## src/rtl/hazard_unit_if.sv

```systemverilog
//------------------------------------------------------------------------------
// Module   : hazard_unit_if
// Brief    : Bundle of pipeline-side hazard inputs and the stall / flush /
//            forward controls returned by the hazard unit.
// Revision : 1.0  initial release
//------------------------------------------------------------------------------
`default_nettype none

interface hazard_unit_if #(
   parameter int CNT_W = 32
);
   // Register specifiers of the D, E, M and W stages
   logic [4:0]       RsD;
   logic [4:0]       RtD;
   logic [4:0]       RsE;
   logic [4:0]       RtE;
   logic [4:0]       WriteRegE;
   logic [4:0]       WriteRegM;
   logic [4:0]       WriteRegW;

   // Per-stage control bits
   logic             RegWriteE;
   logic             RegWriteM;
   logic             RegWriteW;
   logic             MemtoRegE;
   logic             MemtoRegM;
   logic             BranchD;
   logic             PCSrcD;
   logic             MemReqM;
   logic             MemReadyM;

   // Pipeline register controls
   logic             StallF;
   logic             StallD;
   logic             StallE;
   logic             StallM;
   logic             StallW;
   logic             FlushD;
   logic             FlushE;

   // Operand mux selects
   logic [1:0]       ForwardAE;
   logic [1:0]       ForwardBE;
   logic             ForwardAD;
   logic             ForwardBD;

   // Status and performance counters
   logic             mem_err;
   logic [CNT_W-1:0] stall_cycles;
   logic [CNT_W-1:0] flush_count;

   // Pipeline side: drives stage information, consumes controls
   modport master (
      output RsD, RtD, RsE, RtE, WriteRegE, WriteRegM, WriteRegW,
      output RegWriteE, RegWriteM, RegWriteW, MemtoRegE, MemtoRegM,
      output BranchD, PCSrcD, MemReqM, MemReadyM,
      input  StallF, StallD, StallE, StallM, StallW, FlushD, FlushE,
      input  ForwardAE, ForwardBE, ForwardAD, ForwardBD,
      input  mem_err, stall_cycles, flush_count
   );

   // Hazard unit side
   modport slave (
      input  RsD, RtD, RsE, RtE, WriteRegE, WriteRegM, WriteRegW,
      input  RegWriteE, RegWriteM, RegWriteW, MemtoRegE, MemtoRegM,
      input  BranchD, PCSrcD, MemReqM, MemReadyM,
      output StallF, StallD, StallE, StallM, StallW, FlushD, FlushE,
      output ForwardAE, ForwardBE, ForwardAD, ForwardBD,
      output mem_err, stall_cycles, flush_count
   );
endinterface

`default_nettype wire

```

## src/rtl/hazard_unit.sv

```systemverilog
//------------------------------------------------------------------------------
// Module   : hazard_unit
// Brief    : Five-stage MIPS hazard controller. Combinational load-use and
//            branch-compare stall detection, operand forwarding selects, a
//            memory-wait FSM that freezes the whole pipe with timeout and a
//            sticky error flag, plus saturating stall / flush counters.
// Revision : 1.0  initial release
//------------------------------------------------------------------------------
`default_nettype none

module hazard_unit #(
   parameter int MEM_TIMEOUT = 16,
   parameter int CNT_W       = 32
) (
   input  wire logic     clk,
   input  wire logic     rst_n,
   hazard_unit_if.slave  bus
);

   // Wait counter must be able to hold the value MEM_TIMEOUT itself
   localparam int                     c_WCNT_W  = $clog2(MEM_TIMEOUT + 1);
   localparam logic [c_WCNT_W-1:0]    c_TIMEOUT = c_WCNT_W'(MEM_TIMEOUT);
   localparam logic [c_WCNT_W-1:0]    c_WONE    = c_WCNT_W'(1);
   localparam logic [CNT_W-1:0]       c_CNT_MAX = {CNT_W{1'b1}};
   localparam logic [CNT_W-1:0]       c_CNT_ONE = CNT_W'(1);

   typedef enum logic [1:0] {
      S_RUN  = 2'd0,
      S_WAIT = 2'd1,
      S_ERR  = 2'd2
   } state_t;

   state_t              r_state;
   state_t              w_state_nxt;
   logic [c_WCNT_W-1:0] r_cnt;
   logic [c_WCNT_W-1:0] w_cnt_nxt;
   logic                r_mem_err;
   logic                w_mem_err_nxt;
   logic [CNT_W-1:0]    r_stall_cycles;
   logic [CNT_W-1:0]    r_flush_count;

   logic [1:0]          w_fwd_ae;
   logic [1:0]          w_fwd_be;
   logic                w_fwd_ad;
   logic                w_fwd_bd;
   logic                w_dep_e;       // E destination feeds a D source
   logic                w_dep_m;       // M destination feeds a D source
   logic                w_lwstall;
   logic                w_branchstall;
   logic                w_hazstall;
   logic                w_timeout;
   logic                w_memwait;
   logic                w_stall_fd;
   logic                w_flush_d;
   logic                w_flush_e;

   // E-stage and D-comparator forwarding; register 0 is never a valid source
   always_comb begin
      w_fwd_ae = 2'b00;
      w_fwd_be = 2'b00;
      if (bus.RegWriteM && (bus.WriteRegM != 5'd0) && (bus.WriteRegM == bus.RsE)) begin
         w_fwd_ae = 2'b10;
      end else if (bus.RegWriteW && (bus.WriteRegW != 5'd0) && (bus.WriteRegW == bus.RsE)) begin
         w_fwd_ae = 2'b01;
      end
      if (bus.RegWriteM && (bus.WriteRegM != 5'd0) && (bus.WriteRegM == bus.RtE)) begin
         w_fwd_be = 2'b10;
      end else if (bus.RegWriteW && (bus.WriteRegW != 5'd0) && (bus.WriteRegW == bus.RtE)) begin
         w_fwd_be = 2'b01;
      end
      w_fwd_ad = bus.RegWriteM && (bus.WriteRegM != 5'd0) && (bus.WriteRegM == bus.RsD);
      w_fwd_bd = bus.RegWriteM && (bus.WriteRegM != 5'd0) && (bus.WriteRegM == bus.RtD);
   end

   // Load-use and branch-compare hazard detection
   always_comb begin
      w_dep_e = (bus.WriteRegE != 5'd0) &&
                ((bus.WriteRegE == bus.RsD) || (bus.WriteRegE == bus.RtD));
      w_dep_m = (bus.WriteRegM != 5'd0) &&
                ((bus.WriteRegM == bus.RsD) || (bus.WriteRegM == bus.RtD));
      w_lwstall     = bus.MemtoRegE && bus.RegWriteE && w_dep_e;
      // The D comparator can take an M ALU result by forwarding, but not
      // a value still being computed in E or a load still in M.
      w_branchstall = bus.BranchD &&
                      ((bus.RegWriteE && w_dep_e) || (bus.MemtoRegM && w_dep_m));
      w_hazstall    = w_lwstall || w_branchstall;
   end

   // Memory freeze and the resulting stall / flush controls
   always_comb begin
      w_timeout  = (r_state == S_WAIT) && (r_cnt == c_TIMEOUT);
      // On the timeout cycle the freeze is released even though memory is
      // still not ready; ERR leaves the pipe running permanently.
      w_memwait  = (r_state != S_ERR) && bus.MemReqM && !bus.MemReadyM && !w_timeout;
      w_stall_fd = w_hazstall || w_memwait;
      // A frozen pipe must not lose instructions, so freezes beat flushes
      w_flush_e  = w_hazstall && !w_memwait;
      w_flush_d  = bus.PCSrcD && !w_stall_fd;
   end

   // Memory-wait FSM next state
   always_comb begin
      w_state_nxt   = r_state;
      w_cnt_nxt     = r_cnt;
      w_mem_err_nxt = r_mem_err;
      case (r_state)
         S_RUN: begin
            if (bus.MemReqM && !bus.MemReadyM) begin
               w_state_nxt = S_WAIT;
               w_cnt_nxt   = c_WONE;
            end
         end
         S_WAIT: begin
            // Ready arriving on the timeout cycle still completes normally
            if (bus.MemReadyM) begin
               w_state_nxt = S_RUN;
               w_cnt_nxt   = '0;
            end else if (r_cnt == c_TIMEOUT) begin
               w_state_nxt   = S_ERR;
               w_cnt_nxt     = '0;
               w_mem_err_nxt = 1'b1;
            end else begin
               w_cnt_nxt = r_cnt + c_WONE;
            end
         end
         S_ERR: begin
            w_state_nxt = S_ERR;
         end
         default: begin
            w_state_nxt = S_RUN;
            w_cnt_nxt   = '0;
         end
      endcase
   end

   // Memory-wait FSM state, wait counter and sticky error flag
   always_ff @(posedge clk or negedge rst_n) begin
      if (!rst_n) begin
         r_state   <= S_RUN;
         r_cnt     <= '0;
         r_mem_err <= 1'b0;
      end else begin
         r_state   <= w_state_nxt;
         r_cnt     <= w_cnt_nxt;
         r_mem_err <= w_mem_err_nxt;
      end
   end

   // Saturating performance counters
   always_ff @(posedge clk or negedge rst_n) begin
      if (!rst_n) begin
         r_stall_cycles <= '0;
         r_flush_count  <= '0;
      end else begin
         if (w_stall_fd && (r_stall_cycles != c_CNT_MAX)) begin
            r_stall_cycles <= r_stall_cycles + c_CNT_ONE;
         end
         if ((w_flush_d || w_flush_e) && (r_flush_count != c_CNT_MAX)) begin
            r_flush_count <= r_flush_count + c_CNT_ONE;
         end
      end
   end

   assign bus.StallF       = w_stall_fd;
   assign bus.StallD       = w_stall_fd;
   assign bus.StallE       = w_memwait;
   assign bus.StallM       = w_memwait;
   assign bus.StallW       = w_memwait;
   assign bus.FlushD       = w_flush_d;
   assign bus.FlushE       = w_flush_e;
   assign bus.ForwardAE    = w_fwd_ae;
   assign bus.ForwardBE    = w_fwd_be;
   assign bus.ForwardAD    = w_fwd_ad;
   assign bus.ForwardBD    = w_fwd_bd;
   assign bus.mem_err      = r_mem_err;
   assign bus.stall_cycles = r_stall_cycles;
   assign bus.flush_count  = r_flush_count;

endmodule

`default_nettype wire

```

## src/flat_wrapper.sv

```systemverilog
// flat-port wrapper written by rule: the top's interface ports become plain ports
module hazard_unit_flat 
#(
   parameter int MEM_TIMEOUT = 16,
   parameter int CNT_W       = 32
)
  (clk, rst_n, bus_RsD, bus_RtD, bus_RsE, bus_RtE, bus_WriteRegE, bus_WriteRegM, bus_WriteRegW, bus_RegWriteE, bus_RegWriteM, bus_RegWriteW, bus_MemtoRegE, bus_MemtoRegM, bus_BranchD, bus_PCSrcD, bus_MemReqM, bus_MemReadyM, bus_StallF, bus_StallD, bus_StallE, bus_StallM, bus_StallW, bus_FlushD, bus_FlushE, bus_ForwardAE, bus_ForwardBE, bus_ForwardAD, bus_ForwardBD, bus_mem_err, bus_stall_cycles, bus_flush_count);
  hazard_unit_if #(.CNT_W(CNT_W)) bus_i ();
  input  wire logic clk;
  input  wire logic rst_n;
  input wire logic [$bits(bus_i.RsD)-1:0] bus_RsD;
  input wire logic [$bits(bus_i.RtD)-1:0] bus_RtD;
  input wire logic [$bits(bus_i.RsE)-1:0] bus_RsE;
  input wire logic [$bits(bus_i.RtE)-1:0] bus_RtE;
  input wire logic [$bits(bus_i.WriteRegE)-1:0] bus_WriteRegE;
  input wire logic [$bits(bus_i.WriteRegM)-1:0] bus_WriteRegM;
  input wire logic [$bits(bus_i.WriteRegW)-1:0] bus_WriteRegW;
  input wire logic [$bits(bus_i.RegWriteE)-1:0] bus_RegWriteE;
  input wire logic [$bits(bus_i.RegWriteM)-1:0] bus_RegWriteM;
  input wire logic [$bits(bus_i.RegWriteW)-1:0] bus_RegWriteW;
  input wire logic [$bits(bus_i.MemtoRegE)-1:0] bus_MemtoRegE;
  input wire logic [$bits(bus_i.MemtoRegM)-1:0] bus_MemtoRegM;
  input wire logic [$bits(bus_i.BranchD)-1:0] bus_BranchD;
  input wire logic [$bits(bus_i.PCSrcD)-1:0] bus_PCSrcD;
  input wire logic [$bits(bus_i.MemReqM)-1:0] bus_MemReqM;
  input wire logic [$bits(bus_i.MemReadyM)-1:0] bus_MemReadyM;
  output wire logic [$bits(bus_i.StallF)-1:0] bus_StallF;
  output wire logic [$bits(bus_i.StallD)-1:0] bus_StallD;
  output wire logic [$bits(bus_i.StallE)-1:0] bus_StallE;
  output wire logic [$bits(bus_i.StallM)-1:0] bus_StallM;
  output wire logic [$bits(bus_i.StallW)-1:0] bus_StallW;
  output wire logic [$bits(bus_i.FlushD)-1:0] bus_FlushD;
  output wire logic [$bits(bus_i.FlushE)-1:0] bus_FlushE;
  output wire logic [$bits(bus_i.ForwardAE)-1:0] bus_ForwardAE;
  output wire logic [$bits(bus_i.ForwardBE)-1:0] bus_ForwardBE;
  output wire logic [$bits(bus_i.ForwardAD)-1:0] bus_ForwardAD;
  output wire logic [$bits(bus_i.ForwardBD)-1:0] bus_ForwardBD;
  output wire logic [$bits(bus_i.mem_err)-1:0] bus_mem_err;
  output wire logic [$bits(bus_i.stall_cycles)-1:0] bus_stall_cycles;
  output wire logic [$bits(bus_i.flush_count)-1:0] bus_flush_count;
  assign bus_i.RsD = bus_RsD;
  assign bus_i.RtD = bus_RtD;
  assign bus_i.RsE = bus_RsE;
  assign bus_i.RtE = bus_RtE;
  assign bus_i.WriteRegE = bus_WriteRegE;
  assign bus_i.WriteRegM = bus_WriteRegM;
  assign bus_i.WriteRegW = bus_WriteRegW;
  assign bus_i.RegWriteE = bus_RegWriteE;
  assign bus_i.RegWriteM = bus_RegWriteM;
  assign bus_i.RegWriteW = bus_RegWriteW;
  assign bus_i.MemtoRegE = bus_MemtoRegE;
  assign bus_i.MemtoRegM = bus_MemtoRegM;
  assign bus_i.BranchD = bus_BranchD;
  assign bus_i.PCSrcD = bus_PCSrcD;
  assign bus_i.MemReqM = bus_MemReqM;
  assign bus_i.MemReadyM = bus_MemReadyM;
  assign bus_StallF = bus_i.StallF;
  assign bus_StallD = bus_i.StallD;
  assign bus_StallE = bus_i.StallE;
  assign bus_StallM = bus_i.StallM;
  assign bus_StallW = bus_i.StallW;
  assign bus_FlushD = bus_i.FlushD;
  assign bus_FlushE = bus_i.FlushE;
  assign bus_ForwardAE = bus_i.ForwardAE;
  assign bus_ForwardBE = bus_i.ForwardBE;
  assign bus_ForwardAD = bus_i.ForwardAD;
  assign bus_ForwardBD = bus_i.ForwardBD;
  assign bus_mem_err = bus_i.mem_err;
  assign bus_stall_cycles = bus_i.stall_cycles;
  assign bus_flush_count = bus_i.flush_count;
  hazard_unit #(.MEM_TIMEOUT(MEM_TIMEOUT), .CNT_W(CNT_W)) u_core (.clk(clk), .rst_n(rst_n), .bus(bus_i));
endmodule
```

## config.mk

```make
export PLATFORM = sky130hd
export DESIGN_NAME = hazard_unit_flat
export DESIGN_NICKNAME = d
export VERILOG_FILES = /design/src/rtl/hazard_unit_if.sv /design/src/rtl/hazard_unit.sv /design/src/flat_wrapper.sv
export SDC_FILE = /design/constraint.sdc
export NUM_CORES = 1
export LEC_CHECK = 0
export CAP_MARGIN = 25
export CORE_MARGIN = 5
export CORE_UTILIZATION = 43
export CTS_CLUSTER_DIAMETER = 100
export DETAILED_ROUTE_END_ITERATION = 8
export PLACE_DENSITY = 0.84
export SLEW_MARGIN = 20
export SYNTH_ARGS = -nofsm -noshare
export SYNTH_HDL_FRONTEND = slang
export SYNTH_SLANG_ARGS = --single-unit
export TNS_END_PERCENT = 50
```

## constraint.sdc

```tcl
create_clock -name clk -period 2.4 [get_ports clk]
set_input_delay 0.48 -clock clk [delete_from_list [all_inputs] [get_ports clk]]
set_output_delay 0.48 -clock clk [all_outputs]
set_load 0.02 [all_outputs]
```

==> impl_metrics.json <==
{
  "grt.overflow.total": 0,
  "first_pass_detailed_route_iteration_total": 5,
  "antenna_left": 0,
  "cp_num_cells": 10,
  "grt_antenna_before_repair": 0,
  "synth_area_leaders": "dfrtp_1, xor2_1, xnor2_1",
  "setup.worst_path.end_class": "output port",
  "critical_path.slowest_cell": "clkdlybuf4s15_2",
  "die_h_um": 109,
  "cts_tree": "yes",
  "maxSlewHeadroom_pct": 62.9,
  "detailedRoute.firstIterationViolations": 114,
  "holdWs_ns": 0.112,
  "layout-drive-gt1-share_pct": 23.3,
  "timing_hold_violations_final": 0,
  "timing.critical_path.cells": "clkdlybuf4s15_2, buf_4, nor3_2, nand2_1, nand3_1, a21oi_2, buf_4, nor3_4, and2_4, buf_6",
  "syn2layout_area_growth_pct": 44.8,
  "floorplan.initialDensity_pct": 43.7,
  "power_per_cell_area_mw_per_mm2": 501,
  "dominantRegCellSynth": "dfrtp_1",
  "part_of_the_yosys_area_used_for_sequential_elements_pct": 42.8,
  "yosysTopAreaCell": "dfrtp_1",
  "clkLatencyLatePin_ns": 0.36,
  "n_fill_cell": 820,
  "critical_path.max_stage_delay_ns": 0.22,
  "timing.clock.skew_ns": 0.0130,
  "synth_area_per_cell_um2": 10.0,
  "grt_start_max_net_pins": 50,
  "global_route_wire_length_before_repair_mm": 18.8,
  "rr_worst_depth": 6,
  "layout_setup_ws_ns": -0.0232,
  "synth_most_common_cell": "dfrtp_1",
  "syn-cell-area_mm2": 0.00421,
  "setup.worst_path.class": "primary input to output port",
  "hpwlAfterDp_mm": 8.81,
  "ios": 124,
  "placedCellCount": 711,
  "arrival_worst_endpoint_ns": 1.94,
  "timing.critical_path.fanout_max": 4,
  "drt_wl_total_mm": 11.7,
  "crit_required_ns": 1.92,
  "failed_checks": "negative setup slack",
  "report.final.setup_viol": 1,
  "cap_violations": 0,
  "vias": 3838,
  "cpLargestDelayFamily": "simple AND/OR/NAND/NOR gates",
  "vias_in_the_first_global_route": 3908,
  "clk_pin_slew_worst_paths_ns": 0.08,
  "synth.cells.most_frequent": "dfrtp_1, xor2_1, xnor2_1, nand3_1, nand2_1",
  "timing_worst_slew_pin_value_ns": 0.557,
  "rows": 36,
  "report.final.slew_viol_count": 0,
  "max-clock-path-buffers": 2,
  "multi_input_comb_area_mm2": 0.00232,
  "clock_sink_count": 72,
  "mappedNetlistNets": 471,
  "synthCells": 421,
  "core_area_mm2": 0.00964,
  "seq_area_mm2": 0.00180,
  "setup_crit_start_kind": "primary input",
  "dieArea_mm2": 0.0119,
  "cts-htree-levels": 3,
  "num_antenna_cells": 0,
  "die-width_um": 109,
  "synthDominantCellAreaShare_pct": 42.8,
  "fmax_mhz": 413,
  "final_worst_path_period_need_ns": 2.42,
  "cts_inserted_buffers": 9,
  "gp_congestion": 0.845,
  "io_buffers": 123,
  "grt_use_total_pct": 19.8,
  "cts_root_buf": "clkbuf_8",
  "rsz_0062_raised_after_global_routing": "yes",
  "timing.hold.worst.class": "primary input to asynchronous set/reset pin",
  "synth_seq_cells": 72,
  "synth_cell_types": 46,
  "critical_path_buf_inv_count": 4,
  "async_reset_ff_share_pct": 100,
  "routed_via_density": 5.22,
  "worst_ir_drop_vdd_v": 0.000489,
  "crit_top_cell": "buf_4",
  "stdcell_count": 735,
  "number_of_enable_flip_flop_cells_after_synthesis": 0,
  "routedWlPerCell_um": 15.9,
  "ctsHoldBuffers": 0,
  "post-route-drc-count": 0,
  "post-route-period-util_pct": 101,
  "run_status": "finished, violations left",
  "nNetsFinal": 647,
  "static-leakage-power_nw": 2.78,
  "yosysWarningCount": 0
}
[flip-flops by register name, indices dropped and copies added (netlist names)]
name	cells
u_core.bus.mem_err	1
u_core.bus.flush_count	32
u_core.r_cnt	5
u_core.r_state	2
u_core.bus.stall_cycles	32
[where the power goes]
| part | leakage, nW | switching, W | internal (W) |
|---|---|---|---|
| clock | 0.0789 | 0.000497 | 0.000379 |
| sequential | 0.975 | 0.000116 | 0.00130 |
| combinational | 1.72 | 0.000378 | 0.000379 |
| total | 2.78 | 0.000991 | 0.00206 |
[final timing paths]
kind,start,end,slack (ns)
worst min-delay path,rst_n,u_core.bus.flush_count[0]$_DFFE_PN0P_,0.11
max in group asynchronous,rst_n,u_core.bus.stall_cycles[21]$_DFFE_PN0P_,1.64
worst max register to register,u_core.bus.stall_cycles[10]$_DFFE_PN0P_,u_core.bus.stall_cycles[1]$_DFFE_PN0P_,0.17
worst max-delay path,bus_WriteRegM[0],bus_FlushD,-0.02
worst min register to register,u_core.bus.mem_err$_DFFE_PN0P_,u_core.bus.mem_err$_DFFE_PN0P_,0.47
min in group clk,u_core.bus.mem_err$_DFFE_PN0P_,u_core.bus.mem_err$_DFFE_PN0P_,0.47
[per-layer routing]
metal | GRT usage (%) | part of all wire [%] | vias to the layer above | wire length, um
met5 | 0 | 0 | - | 0
met1 | 23.9 | 42 | 1890 | 4870
li1 | - | - | 1830 | -
met4 | 6.85 | 1.7 | 0 | 196
met2 | 35.8 | 53 | 97 | 6180
met3 | 2.84 | 3.9 | 21 | 452
[stage by stage]
stage	util [%]	total power (W)	cell area (um^2)	worst slack, ns	TNS (ns)
final	63.2	0.00305	6090	-0.0232	-0.0232
after global routing	63.2	0.00319	6090	-0.130	-0.593
after detailed placement	61.0	0.00220	5880	-0.794	-25.41
after floorplan	-	0.00178	4210	-0.0313	-0.0754
after global placement	61.0	0.00218	5880	-0.781	-20.19
after CTS	63.4	0.00307	6110	-0.0439	-0.0446
[what timing repair did]
action | 4_1_cts | 5_1_grt
hold endpoints to repair | 0 | 0
resized for setup | 149 | 8
setup endpoints to repair | 23 | 16
buffers inserted | 7 | 1
pin swaps | 25 | 5
[logic make-up (layout without fill, tap and decap cells)]
family	after synthesis	after routing	synth area share, %
AND/OR/NAND/NOR	194	194	26.5
XOR/XNOR	100	100	20.8
flip-flops	72	72	42.8
adder cells (fa/ha/maj)	4	4	1.19
AO/OA/AOI/OAI	21	21	3.92
buffers and inverters	27	208	3.95
multiplexers	3	3	0.803
[placed cells by master (no fill, tap or decap), drive strengths merged, types with 2 or more instances in the layout]
cell,count
nor4b,4
inv,10
or3,4
nor4,14
and2,4
nand3,34
a21oi,4
nor2b,2
clkdlybuf4s50,77
and4,5
clkinv,2
o31ai,3
nand3b,2
xor2,64
o2111ai,2
mux2,3
nand2,29
nand2b,5
nor2,22
nor3b,2
o21ai,7
buf,81
nand4,20
dlygate4sd2,16
and3,11
clkbuf,13
or4,5
clkdlybuf4s15,6
nor3,29
xnor2,36
ha,4
dfrtp,72
clkinvlp,3
[layout make-up]
type                            instances  share of cell area (%)
Tap cell                              133                    2.73
Timing Repair Buffer                  183                    26.2
Clock buffer                           10                    2.09
Sequential cell                        72                    29.6
Inverter                                9                   0.554
Clock inverter                          6                   0.739
Multi-Input combinational cell        322                    38.1
Note: power is estimated with default switching activity, not from simulation.
